**config.mk**
```make
export PLATFORM = sky130hd
export DESIGN_NAME = multicycle_core_flat
export DESIGN_NICKNAME = d
export VERILOG_FILES = /design/src/rtl/multicycle_core_if.sv /design/src/rtl/multicycle_core.sv /design/src/flat_wrapper.sv
export SDC_FILE = /design/constraint.sdc
export NUM_CORES = 2
export LEC_CHECK = 0
export ABC_AREA = 0
export BUFFER_PORTS_ARGS = -buffer_cell sky130_fd_sc_hd__buf_2
export CAP_MARGIN = 0
export CORE_MARGIN = 10
export CORE_UTILIZATION = 35
export CTS_CLUSTER_DIAMETER = 60
export DETAILED_ROUTE_END_ITERATION = 8
export PLACE_DENSITY = 0.58
export SYNTH_ARGS = -nofsm -noshare
export SYNTH_HDL_FRONTEND = slang
export SYNTH_SLANG_ARGS = --single-unit
```
**constraint.sdc**
```tcl
create_clock -name clk -period 7.2 [get_ports clk]
set_input_delay 0.72 -clock clk [delete_from_list [all_inputs] [get_ports clk]]
set_output_delay 0.72 -clock clk [all_outputs]
set_load 0.02 [all_outputs]
```
**src/rtl/multicycle_core_if.sv**
```systemverilog
// Unified instruction/data memory port of multicycle_core.
// Request fields are registered by the core and held until a cycle with mem_ready=1 completes them.
interface multicycle_core_if #(
  parameter int ADDR_W = 32
);
  logic              mem_req;
  logic              mem_we;
  logic [ADDR_W-1:0] mem_addr;
  logic [31:0]       mem_wdata;
  logic [31:0]       mem_rdata;
  logic              mem_ready;

  modport master (
    output mem_req,
    output mem_we,
    output mem_addr,
    output mem_wdata,
    input  mem_rdata,
    input  mem_ready
  );

  modport slave (
    input  mem_req,
    input  mem_we,
    input  mem_addr,
    input  mem_wdata,
    output mem_rdata,
    output mem_ready
  );
endinterface

```
**src/rtl/multicycle_core.sv**
```systemverilog
// Multi-cycle RV32I-subset core: one ALU and one memory port, sequenced by
// FETCH/DECODE/EXEC/MEM/WB/HALT, with retire pulse and halt cause reporting.
module multicycle_core #(
  parameter logic [31:0] RESET_PC = 32'h0000_0000,
  parameter int          NUM_REGS = 32,
  parameter int          ADDR_W   = 32
) (
  input  logic                clk,
  input  logic                reset,
  multicycle_core_if.master   bus,
  output logic                retire,
  output logic [ADDR_W-1:0]   pc_out,
  output logic                halted,
  output logic [1:0]          halt_cause
);

  localparam int RIDX_W = $clog2(NUM_REGS);

  localparam logic [6:0] OP_R   = 7'b0110011;
  localparam logic [6:0] OP_I   = 7'b0010011;
  localparam logic [6:0] OP_LD  = 7'b0000011;
  localparam logic [6:0] OP_ST  = 7'b0100011;
  localparam logic [6:0] OP_BR  = 7'b1100011;
  localparam logic [6:0] OP_JAL = 7'b1101111;
  localparam logic [6:0] OP_SYS = 7'b1110011;

  typedef enum logic [2:0] {
    S_FETCH, S_DECODE, S_EXEC, S_MEM, S_WB, S_HALT
  } state_t;

  state_t            state_q, state_d;
  logic [ADDR_W-1:0] pc_q, pc_d;
  logic [ADDR_W-1:0] mem_addr_q, mem_addr_d;
  logic [31:0]       ir_q, ir_d;
  logic [31:0]       a_q, a_d;
  logic [31:0]       b_q, b_d;
  logic [31:0]       imm_q, imm_d;
  logic [31:0]       res_q, res_d;
  logic [31:0]       mem_wdata_q, mem_wdata_d;
  logic              mem_req_q, mem_req_d;
  logic              mem_we_q, mem_we_d;
  logic              halted_q, halted_d;
  logic [1:0]        cause_q, cause_d;
  logic [31:0]       rf_q [NUM_REGS];

  logic [6:0]  opcode_s;
  logic [4:0]  rd_s, rs1_s, rs2_s;
  logic [2:0]  funct3_s;
  logic [6:0]  funct7_s;
  logic [31:0] imm_i_s, imm_s_s, imm_b_s, imm_j_s;
  logic [31:0] rs1_val_s, rs2_val_s;
  logic [31:0] alu_s, pc32_s, pc4_s, tgt_s;
  logic        r_funct_ok_s, legal_s, is_sys_s, taken_s, mem_done_s;
  logic        retire_s, rf_we_s;
  logic [31:0] rf_wdata_s;

  function automatic logic reg_ok(input logic [4:0] idx);
    return ({27'd0, idx} < 32'(NUM_REGS));
  endfunction

  assign opcode_s = ir_q[6:0];
  assign rd_s     = ir_q[11:7];
  assign funct3_s = ir_q[14:12];
  assign rs1_s    = ir_q[19:15];
  assign rs2_s    = ir_q[24:20];
  assign funct7_s = ir_q[31:25];

  assign imm_i_s = {{20{ir_q[31]}}, ir_q[31:20]};
  assign imm_s_s = {{20{ir_q[31]}}, ir_q[31:25], ir_q[11:7]};
  assign imm_b_s = {{19{ir_q[31]}}, ir_q[31], ir_q[7], ir_q[30:25], ir_q[11:8], 1'b0};
  assign imm_j_s = {{11{ir_q[31]}}, ir_q[31], ir_q[19:12], ir_q[20], ir_q[30:21], 1'b0};

  // x0 is not stored meaningfully; it always reads as zero
  assign rs1_val_s = (rs1_s == 5'd0) ? 32'd0 : rf_q[rs1_s[RIDX_W-1:0]];
  assign rs2_val_s = (rs2_s == 5'd0) ? 32'd0 : rf_q[rs2_s[RIDX_W-1:0]];

  assign pc32_s     = 32'(pc_q);
  assign pc4_s      = pc32_s + 32'd4;
  assign tgt_s      = pc32_s + imm_q;
  assign taken_s    = funct3_s[0] ? (a_q != b_q) : (a_q == b_q);
  assign mem_done_s = mem_req_q && bus.mem_ready;

  assign r_funct_ok_s = ((funct7_s == 7'b0000000) &&
                         ((funct3_s == 3'b000) || (funct3_s == 3'b111) ||
                          (funct3_s == 3'b110) || (funct3_s == 3'b010))) ||
                        ((funct7_s == 7'b0100000) && (funct3_s == 3'b000));

  always_comb begin
    legal_s  = 1'b0;
    is_sys_s = 1'b0;
    case (opcode_s)
      OP_R:    legal_s = r_funct_ok_s && reg_ok(rd_s) && reg_ok(rs1_s) && reg_ok(rs2_s);
      OP_I:    legal_s = (funct3_s == 3'b000) && reg_ok(rd_s) && reg_ok(rs1_s);
      OP_LD:   legal_s = (funct3_s == 3'b010) && reg_ok(rd_s) && reg_ok(rs1_s);
      OP_ST:   legal_s = (funct3_s == 3'b010) && reg_ok(rs1_s) && reg_ok(rs2_s);
      OP_BR:   legal_s = ((funct3_s == 3'b000) || (funct3_s == 3'b001)) &&
                         reg_ok(rs1_s) && reg_ok(rs2_s);
      OP_JAL:  legal_s = reg_ok(rd_s);
      OP_SYS: begin
        legal_s  = (ir_q == 32'h0000_0073) || (ir_q == 32'h0010_0073);
        is_sys_s = legal_s;
      end
      default: legal_s = 1'b0;
    endcase
  end

  always_comb begin
    alu_s = a_q + imm_q;
    if (opcode_s == OP_R) begin
      case (funct3_s)
        3'b000:  alu_s = funct7_s[5] ? (a_q - b_q) : (a_q + b_q);
        3'b111:  alu_s = a_q & b_q;
        3'b110:  alu_s = a_q | b_q;
        3'b010:  alu_s = {31'd0, ($signed(a_q) < $signed(b_q))};
        default: alu_s = a_q + b_q;
      endcase
    end else begin
      alu_s = a_q + imm_q;
    end
  end

  always_comb begin
    state_d     = state_q;
    pc_d        = pc_q;
    ir_d        = ir_q;
    a_d         = a_q;
    b_d         = b_q;
    imm_d       = imm_q;
    res_d       = res_q;
    mem_req_d   = mem_req_q;
    mem_we_d    = mem_we_q;
    mem_addr_d  = mem_addr_q;
    mem_wdata_d = mem_wdata_q;
    halted_d    = halted_q;
    cause_d     = cause_q;
    retire_s    = 1'b0;
    rf_we_s     = 1'b0;
    rf_wdata_s  = res_q;
    case (state_q)
      S_FETCH: begin
        if (mem_done_s) begin
          ir_d      = bus.mem_rdata;
          mem_req_d = 1'b0;
          state_d   = S_DECODE;
        end else begin
          mem_req_d  = 1'b1;
          mem_we_d   = 1'b0;
          mem_addr_d = pc_q;
        end
      end
      S_DECODE: begin
        a_d = rs1_val_s;
        b_d = rs2_val_s;
        case (opcode_s)
          OP_ST:   imm_d = imm_s_s;
          OP_BR:   imm_d = imm_b_s;
          OP_JAL:  imm_d = imm_j_s;
          default: imm_d = imm_i_s;
        endcase
        if (!legal_s) begin
          state_d  = S_HALT;
          halted_d = 1'b1;
          cause_d  = 2'd2;
        end else if (is_sys_s) begin
          state_d  = S_HALT;
          halted_d = 1'b1;
          cause_d  = 2'd1;
        end else begin
          state_d = S_EXEC;
        end
      end
      S_EXEC: begin
        case (opcode_s)
          OP_R, OP_I: begin
            res_d   = alu_s;
            state_d = S_WB;
          end
          OP_LD, OP_ST: begin
            if (alu_s[1:0] != 2'b00) begin
              state_d  = S_HALT;
              halted_d = 1'b1;
              cause_d  = 2'd3;
            end else begin
              mem_req_d   = 1'b1;
              mem_we_d    = (opcode_s == OP_ST);
              mem_addr_d  = ADDR_W'(alu_s);
              mem_wdata_d = (opcode_s == OP_ST) ? b_q : mem_wdata_q;
              state_d     = S_MEM;
            end
          end
          OP_BR: begin
            if (taken_s && (tgt_s[1:0] != 2'b00)) begin
              state_d  = S_HALT;
              halted_d = 1'b1;
              cause_d  = 2'd3;
            end else begin
              // branch retires here; raise the next fetch right away
              retire_s   = 1'b1;
              pc_d       = taken_s ? ADDR_W'(tgt_s) : ADDR_W'(pc4_s);
              mem_req_d  = 1'b1;
              mem_we_d   = 1'b0;
              mem_addr_d = pc_d;
              state_d    = S_FETCH;
            end
          end
          OP_JAL: begin
            if (tgt_s[1:0] != 2'b00) begin
              state_d  = S_HALT;
              halted_d = 1'b1;
              cause_d  = 2'd3;
            end else begin
              res_d   = pc4_s;
              state_d = S_WB;
            end
          end
          default: begin
            state_d  = S_HALT;
            halted_d = 1'b1;
            cause_d  = 2'd2;
          end
        endcase
      end
      S_MEM: begin
        if (mem_done_s) begin
          mem_req_d = 1'b0;
          if (opcode_s == OP_ST) begin
            // request drops for a cycle; FETCH re-raises it
            retire_s = 1'b1;
            pc_d     = ADDR_W'(pc4_s);
            state_d  = S_FETCH;
          end else begin
            res_d   = bus.mem_rdata;
            state_d = S_WB;
          end
        end else begin
          mem_req_d = 1'b1;
        end
      end
      S_WB: begin
        rf_we_s    = (rd_s != 5'd0);
        retire_s   = 1'b1;
        pc_d       = (opcode_s == OP_JAL) ? ADDR_W'(tgt_s) : ADDR_W'(pc4_s);
        mem_req_d  = 1'b1;
        mem_we_d   = 1'b0;
        mem_addr_d = pc_d;
        state_d    = S_FETCH;
      end
      S_HALT: begin
        mem_req_d = 1'b0;
        halted_d  = 1'b1;
      end
      default: begin
        state_d   = S_HALT;
        mem_req_d = 1'b0;
        halted_d  = 1'b1;
        cause_d   = 2'd2;
      end
    endcase
  end

  always_ff @(posedge clk) begin
    if (reset) begin
      state_q     <= S_FETCH;
      pc_q        <= RESET_PC[ADDR_W-1:0];
      ir_q        <= 32'd0;
      a_q         <= 32'd0;
      b_q         <= 32'd0;
      imm_q       <= 32'd0;
      res_q       <= 32'd0;
      mem_req_q   <= 1'b0;
      mem_we_q    <= 1'b0;
      mem_addr_q  <= '0;
      mem_wdata_q <= 32'd0;
      halted_q    <= 1'b0;
      cause_q     <= 2'd0;
    end else begin
      state_q     <= state_d;
      pc_q        <= pc_d;
      ir_q        <= ir_d;
      a_q         <= a_d;
      b_q         <= b_d;
      imm_q       <= imm_d;
      res_q       <= res_d;
      mem_req_q   <= mem_req_d;
      mem_we_q    <= mem_we_d;
      mem_addr_q  <= mem_addr_d;
      mem_wdata_q <= mem_wdata_d;
      halted_q    <= halted_d;
      cause_q     <= cause_d;
    end
  end

  always_ff @(posedge clk) begin
    if (reset) begin
      for (int i = 0; i < NUM_REGS; i++) begin
        rf_q[i] <= 32'd0;
      end
    end else if (rf_we_s) begin
      rf_q[rd_s[RIDX_W-1:0]] <= rf_wdata_s;
    end
  end

  assign bus.mem_req   = mem_req_q;
  assign bus.mem_we    = mem_we_q;
  assign bus.mem_addr  = mem_addr_q;
  assign bus.mem_wdata = mem_wdata_q;
  assign retire        = retire_s;
  assign pc_out        = pc_q;
  assign halted        = halted_q;
  assign halt_cause    = cause_q;

endmodule
```
**src/flat_wrapper.sv**
```systemverilog
// flat-port wrapper written by rule: the top's interface ports become plain ports
module multicycle_core_flat 
#(
  parameter logic [31:0] RESET_PC = 32'h0000_0000,
  parameter int          NUM_REGS = 32,
  parameter int          ADDR_W   = 32
)
  (clk, reset, retire, pc_out, halted, halt_cause, bus_mem_req, bus_mem_we, bus_mem_addr, bus_mem_wdata, bus_mem_rdata, bus_mem_ready);
  multicycle_core_if #(.ADDR_W(ADDR_W)) bus_i ();
  input  logic clk;
  input  logic reset;
  output logic retire;
  output logic [ADDR_W-1:0] pc_out;
  output logic halted;
  output logic [1:0] halt_cause;
  output wire logic [$bits(bus_i.mem_req)-1:0] bus_mem_req;
  output wire logic [$bits(bus_i.mem_we)-1:0] bus_mem_we;
  output wire logic [$bits(bus_i.mem_addr)-1:0] bus_mem_addr;
  output wire logic [$bits(bus_i.mem_wdata)-1:0] bus_mem_wdata;
  input wire logic [$bits(bus_i.mem_rdata)-1:0] bus_mem_rdata;
  input wire logic [$bits(bus_i.mem_ready)-1:0] bus_mem_ready;
  assign bus_mem_req = bus_i.mem_req;
  assign bus_mem_we = bus_i.mem_we;
  assign bus_mem_addr = bus_i.mem_addr;
  assign bus_mem_wdata = bus_i.mem_wdata;
  assign bus_i.mem_rdata = bus_mem_rdata;
  assign bus_i.mem_ready = bus_mem_ready;
  multicycle_core #(.RESET_PC(RESET_PC), .NUM_REGS(NUM_REGS), .ADDR_W(ADDR_W)) u_core (.clk(clk), .reset(reset), .bus(bus_i), .retire(retire), .pc_out(pc_out), .halted(halted), .halt_cause(halt_cause));
endmodule
```
# ---- Word level (Yosys, flattened, before mapping)
# Memory sizes are Yosys's and may differ from the RTL's. A register that Yosys moved wholly into a read port is not among the register bits.
# Cells that the tools add are included.
dict set report op_classes {
  eq_ne 38
  order_cmp 1
  muxes 77
  reduce_logical 36
  add_sub_neg 5
  bitwise 7
}
# cell count
set ops {}
lappend ops {{32-bit two-way mux} 16}
lappend ops {{32-bit case mux with 2 select lines} 3}
lappend ops {{32-bit case mux with 3 select lines} 2}
lappend ops {{32-bit case mux with 4 select lines} 1}
lappend ops {{32-bit adder} 3}
lappend ops {{20-bit case mux with 3 select lines} 1}
lappend ops {{32-bit by 3-bit adder with 32-bit output (second input constant)} 1}
lappend ops {{32-bit bitwise AND} 1}
lappend ops {{32-bit by 21-bit == test with 1-bit output (second input constant)} 1}
lappend ops {{32-bit == test} 1}
lappend ops {{32-bit by 7-bit == test with 1-bit output (second input constant)} 1}
lappend ops {{32-bit less-than comparator} 1}
lappend ops {{32-bit inequality test} 1}
lappend ops {{32-bit bitwise OR} 1}
lappend ops {{32-bit OR reduction} 1}
lappend ops {{32-bit subtractor} 1}
lappend ops {{1-bit two-way mux} 25}
lappend ops {{5-bit two-way mux} 5}
lappend ops {{7-bit by 6-bit == test with 1-bit output (second input constant)} 3}
lappend ops {{7-bit == test (second input constant)} 3}
lappend ops {{3-bit two-way mux} 7}
lappend ops {{3-bit case mux with 6 select lines} 1}
lappend ops {{3-bit inequality test (second input constant)} 5}
lappend ops {{5-bit AND reduction} 3}
lappend ops {{other kinds (32)} 76}
dict set report word_totals {
  n_memories 1
  in_bits 35
  output_inout_bits 102
  ramBits 1024
  word_cells 178
  reg_bits 253
}
# name depth word_bits rd rd_clocked_by_memory_dff wr line_no
set mem_list {}
lappend mem_list {u_core.rf_q 32 32 2 2 32 multicycle_core.sv:44} ;# logic [31:0] rf_q [NUM_REGS];

# ---- Depth between registers and ports, before layout
dict set report depth {
  word_depth 9
  mapped_depth 16
}

# ---- Least setup slack after synthesis
# OpenSTA, ideal clock, no wires.
dict set report synth_path {
  path_kind {input-to-reg}
  startpoint {input reset}
  endpoint {memory u_core.rf_q[31][0] (enable)}
  slack_ps 2888
  required_time_ps 6734
  cell_stages 5
  setup_ps 466
  n_path_buf 2
  arrival_ps 3846
  path_cell_list {clkbuf_1 -> nor2_1 -> nand3_1 -> clkbuf_1 -> o21ai_0}
}
# item line_no
set synth_lines {}
lappend synth_lines {{start: declaration} flat_wrapper.sv:11} ;# input logic reset;
lappend synth_lines {{end: declaration} multicycle_core.sv:44}

# ---- Final worst setup path
dict set report layout_path {
  startpoint {register u_core.b_q[16]}
  endpoint {output retire}
}
dict set report layout_between {
  elab_chain_cells 6
  word_cells_on_any_way 7
  cone_classes {eq/ne: 2; mux: 4; reduce/logical: 1}
}
# item line_no
set layout_lines {}
lappend layout_lines {{start: declaration} multicycle_core.sv:36} ;# logic [31:0] b_q, b_d;
lappend layout_lines {{start signal: assignment} multicycle_core.sv:267} ;# b_q <= 32'd0;
lappend layout_lines {{start signal: assignment} multicycle_core.sv:281} ;# b_q <= b_d;
lappend layout_lines {{32-bit == test / 32-bit inequality test (equally long branches)} multicycle_core.sv:80} ;# assign taken_s = funct3_s[0] ? (a_q != b_q) : (a_q == b_q);
lappend layout_lines {{1-bit two-way mux (*)} multicycle_core.sv:80}
lappend layout_lines {{1-bit logical AND (*)} multicycle_core.sv:192} ;# if (taken_s && (tgt_s[1:0] != 2'b00)) begin
lappend layout_lines {{1-bit two-way mux (*)} multicycle_core.sv:192}
lappend layout_lines {{1-bit two-way mux (*)} multicycle_core.sv:173} ;# case (opcode_s)
lappend layout_lines {{1-bit case mux with 3 select lines (*)} multicycle_core.sv:139} ;# case (state_q)
lappend layout_lines {{end: declaration} flat_wrapper.sv:12} ;# output logic retire;
# Every way passes the cells marked *; elsewhere a longest branch is shown, timed or not.

==> reports/qor.txt <==
Clock latency at the later pin of the worst-skew pair: 830 ps
Clock buffer depth: 3
TritonRoute pass-1 iters: 6
Port Buffers: 136
Sw Ratio: 29.3%
Share of layout cells above drive strength 1: 20.7%
Cts-stage hold buffer count: 0
Post-Synthesis Cell Area: 75000 µm²
Max Fanout on Critical Path: 40
Gr usage total: 24.1%
P_sw: 5.70 mW
FF+latch count, synth: 1287
Placed inst area: 79100 µm²
PwrDens: 232 nW/µm²
DRC viols: 0
Clock network power share: 39.5%
Starting Density: 35.3%
Area Overhead vs Synth: 12.1%
Fin crit period: 5970 ps
Post-synth EDFFs: 1024
CTS H-tree depth: 4
Primary FF master, synth: edfxtp_1
Post-synthesis cell count: 6130
Hold crit path type: input port to flip-flop
Commonest cells after routing, fill and taps aside: edfxtp_1 (1024), and2_1 (1004), mux4_2 (640)
Post-DP HPWL: 184000 µm
Avg WL per Cell: 32.0 µm
First-pass GRT wire length: 407000 µm
Pint: 13.8 mW
Synth warnings: 0
Final Skew: 68.3 ps
Vias per cell: 6.12
Outcome: finished, final reports clean
Post-layout util: 39.5%
Max-cap violations: 0
Remaining global-route overflow: 0
Yosys cell types: 94
Post-DRT Antenna Nets: 0
Die extent in x: 483 µm
IO Pins: 137
Drt initial violations: 6994
Final instance area: 84100 µm²
Worst Setup End Kind: output pin
# setup viols final: 0
Final Hold Fails: 0
Sequential share of power: 44.1%
Type of origin of the critical path: flip-flop
WP data arrival: 5250 ps
CTS clock-pin slew for the worst setup and hold paths: 70 ps
Slew HR: 7.77%
Power share of the combinational group: 16.4%
Seq/Total Area, Yosys: 48.0%
Row count: 169
Setup TNS: 0 ps
Slew Viols, Final: 0
Avg Cell Area, Syn: 12.2 µm²
Root buf cell: clkbuf_16
RSZ-0062 raised after global routing: false
Clock Sinks: 1287
Pleak: 28.9 nW
Commonest non-fill, non-tap cell in the layout: edfxtp_1
Initial antenna violation count: 18
Final nets: 6257
Max VDD drop: 0.266 mV
Number of global-route vias before repair: 53300
CTS buffer count: 153
Tcrit/Tclk final: 82.9%
GPL Wtd Cong: 0.963
Kind of critical path: flip-flop to output pin
Max Freq: 168 MHz
Vias: 55200
Largest net degree at the start of global routing: 96
Post-CTS setup buffers: 0
Core box area: 213000 µm²
Post-CTS Resized: 0
CTS tree: yes
Final WL: 289000 µm
Synth async-reset ratio: 0%
Least-Margin Pin Slew: 1380 ps
Total Die Area: 233000 µm²
Die H: 483 µm
Crit path required time: 6480 ps
-- registers in the layout (all words and copies together) (netlist names), named ones only --
signal,count
u_core.a_q,32
u_core.b_q,32
u_core.bus.mem_addr,32
u_core.bus.mem_req,1
u_core.bus.mem_wdata,32
u_core.bus.mem_we,1
u_core.halt_cause,2
u_core.halted,1
u_core.imm_q,21
u_core.ir_q,32
u_core.pc_out,32
u_core.res_q,32
u_core.rf_q,1024
u_core.state_q,3
-- metal layers --
metal,vias to the layer above,share of wire (%),GRT usage (%)
li1,22900,-,-
met1,28400,38,31.2
met2,3195,46,38.1
met3,679,9.9,5.31
met4,12,5.8,12.2
met5,-,0.027,0
-- worst max-delay path: stages, from the launching register on --
cell and delay (ps):
dfxtp_1 400, inv_1 100, ha_1 480, nor4_1 590
nand4_1 330, o31ai_1 650, and2_1 220, buf_4 420
nor2_8 90, o211a_4 370, inv_2 80, buf_4 400
buf_2 260
-- synth_stat cells, types with 71 or more instances --
library cell	n	area, µm²
edfxtp_1	1024	30700
and2_1	1005	6290
mux4_2	640	14400
nor2_1	497	1870
clkbuf_1	430	1610
a21oi_1	340	1700
nand2_1	308	1160
dfxtp_1	263	5270
o21ai_0	205	1030
ha_1	159	1990
inv_1	123	462
mux2i_1	114	1140
a211oi_1	77	578
buf_1	75	282
nor3_1	71	355
-- logic make-up after synthesis --
kind of cell | share of synthesized area (%)
adder cells (fa/ha/maj) | 2.76
AO/OA/AOI/OAI | 8.75
XOR/XNOR | 1.31
other | 0.00500
buffers and inverters | 3.51
AND/OR/NAND/NOR | 14.9
multiplexers | 20.7
flip-flops | 48.0
-- area by class of cell --
cell class / instances / area, µm²
multi-input combinational: 4203 / 37100
antenna: 10 / 25.0
inverter: 124 / 467
sequential: 1287 / 36000
fill: 20000 / 129000
clock inverter: 84 / 823
timing repair buffer: 290 / 1980
tap: 2821 / 3530
clock buffer: 199 / 4060
-- power by group through the flow --
stage / Clock [mW] / Combinational (mW) / Sequential [mW]
after floorplan: 0 / 2.04 / 8.63
after global placement: 0 / 3.11 / 8.70
after detailed placement: 0 / 3.12 / 8.73
after CTS: 7.76 / 3.13 / 8.57
after global routing: 8.03 / 3.33 / 8.61
final: 7.69 / 3.19 / 8.59
-- through the flow --
stage | power (mW) | std cells | worst slack [ps] | hold slack, ps
finish | 19.5 | 9018 | 1230 | 160
global route | 20.0 | 9011 | 1110 | 156
global placement | 11.8 | 8724 | 2180 | 455
floorplan | 10.7 | 6161 | 2890 | 445
detailed placement | 11.8 | 8724 | 2090 | 450
CTS | 19.5 | 9007 | 1260 | 118
-- worst paths after layout --
| path | start | endpoint | slack [ps] | cells after the start |
|---|---|---|---|---|
| worst min-delay path | bus_mem_rdata[4] | u_core.ir_q[4]$_SDFFE_PP0P_ | 160 | 3 |
| worst max-delay path | u_core.b_q[16]$_SDFFE_PP0N_ | retire | 1230 | 12 |
| worst max register to register | u_core.b_q[16]$_SDFFE_PP0N_ | u_core.bus.mem_addr[15]$_SDFFE_PP0P_ | 2010 | 13 |
| worst min register to register | u_core.bus.mem_addr[26]$_SDFFE_PP0P_ | u_core.bus.mem_addr[26]$_SDFFE_PP0P_ | 460 | 2 |
(Power assumes the default switching activity.)
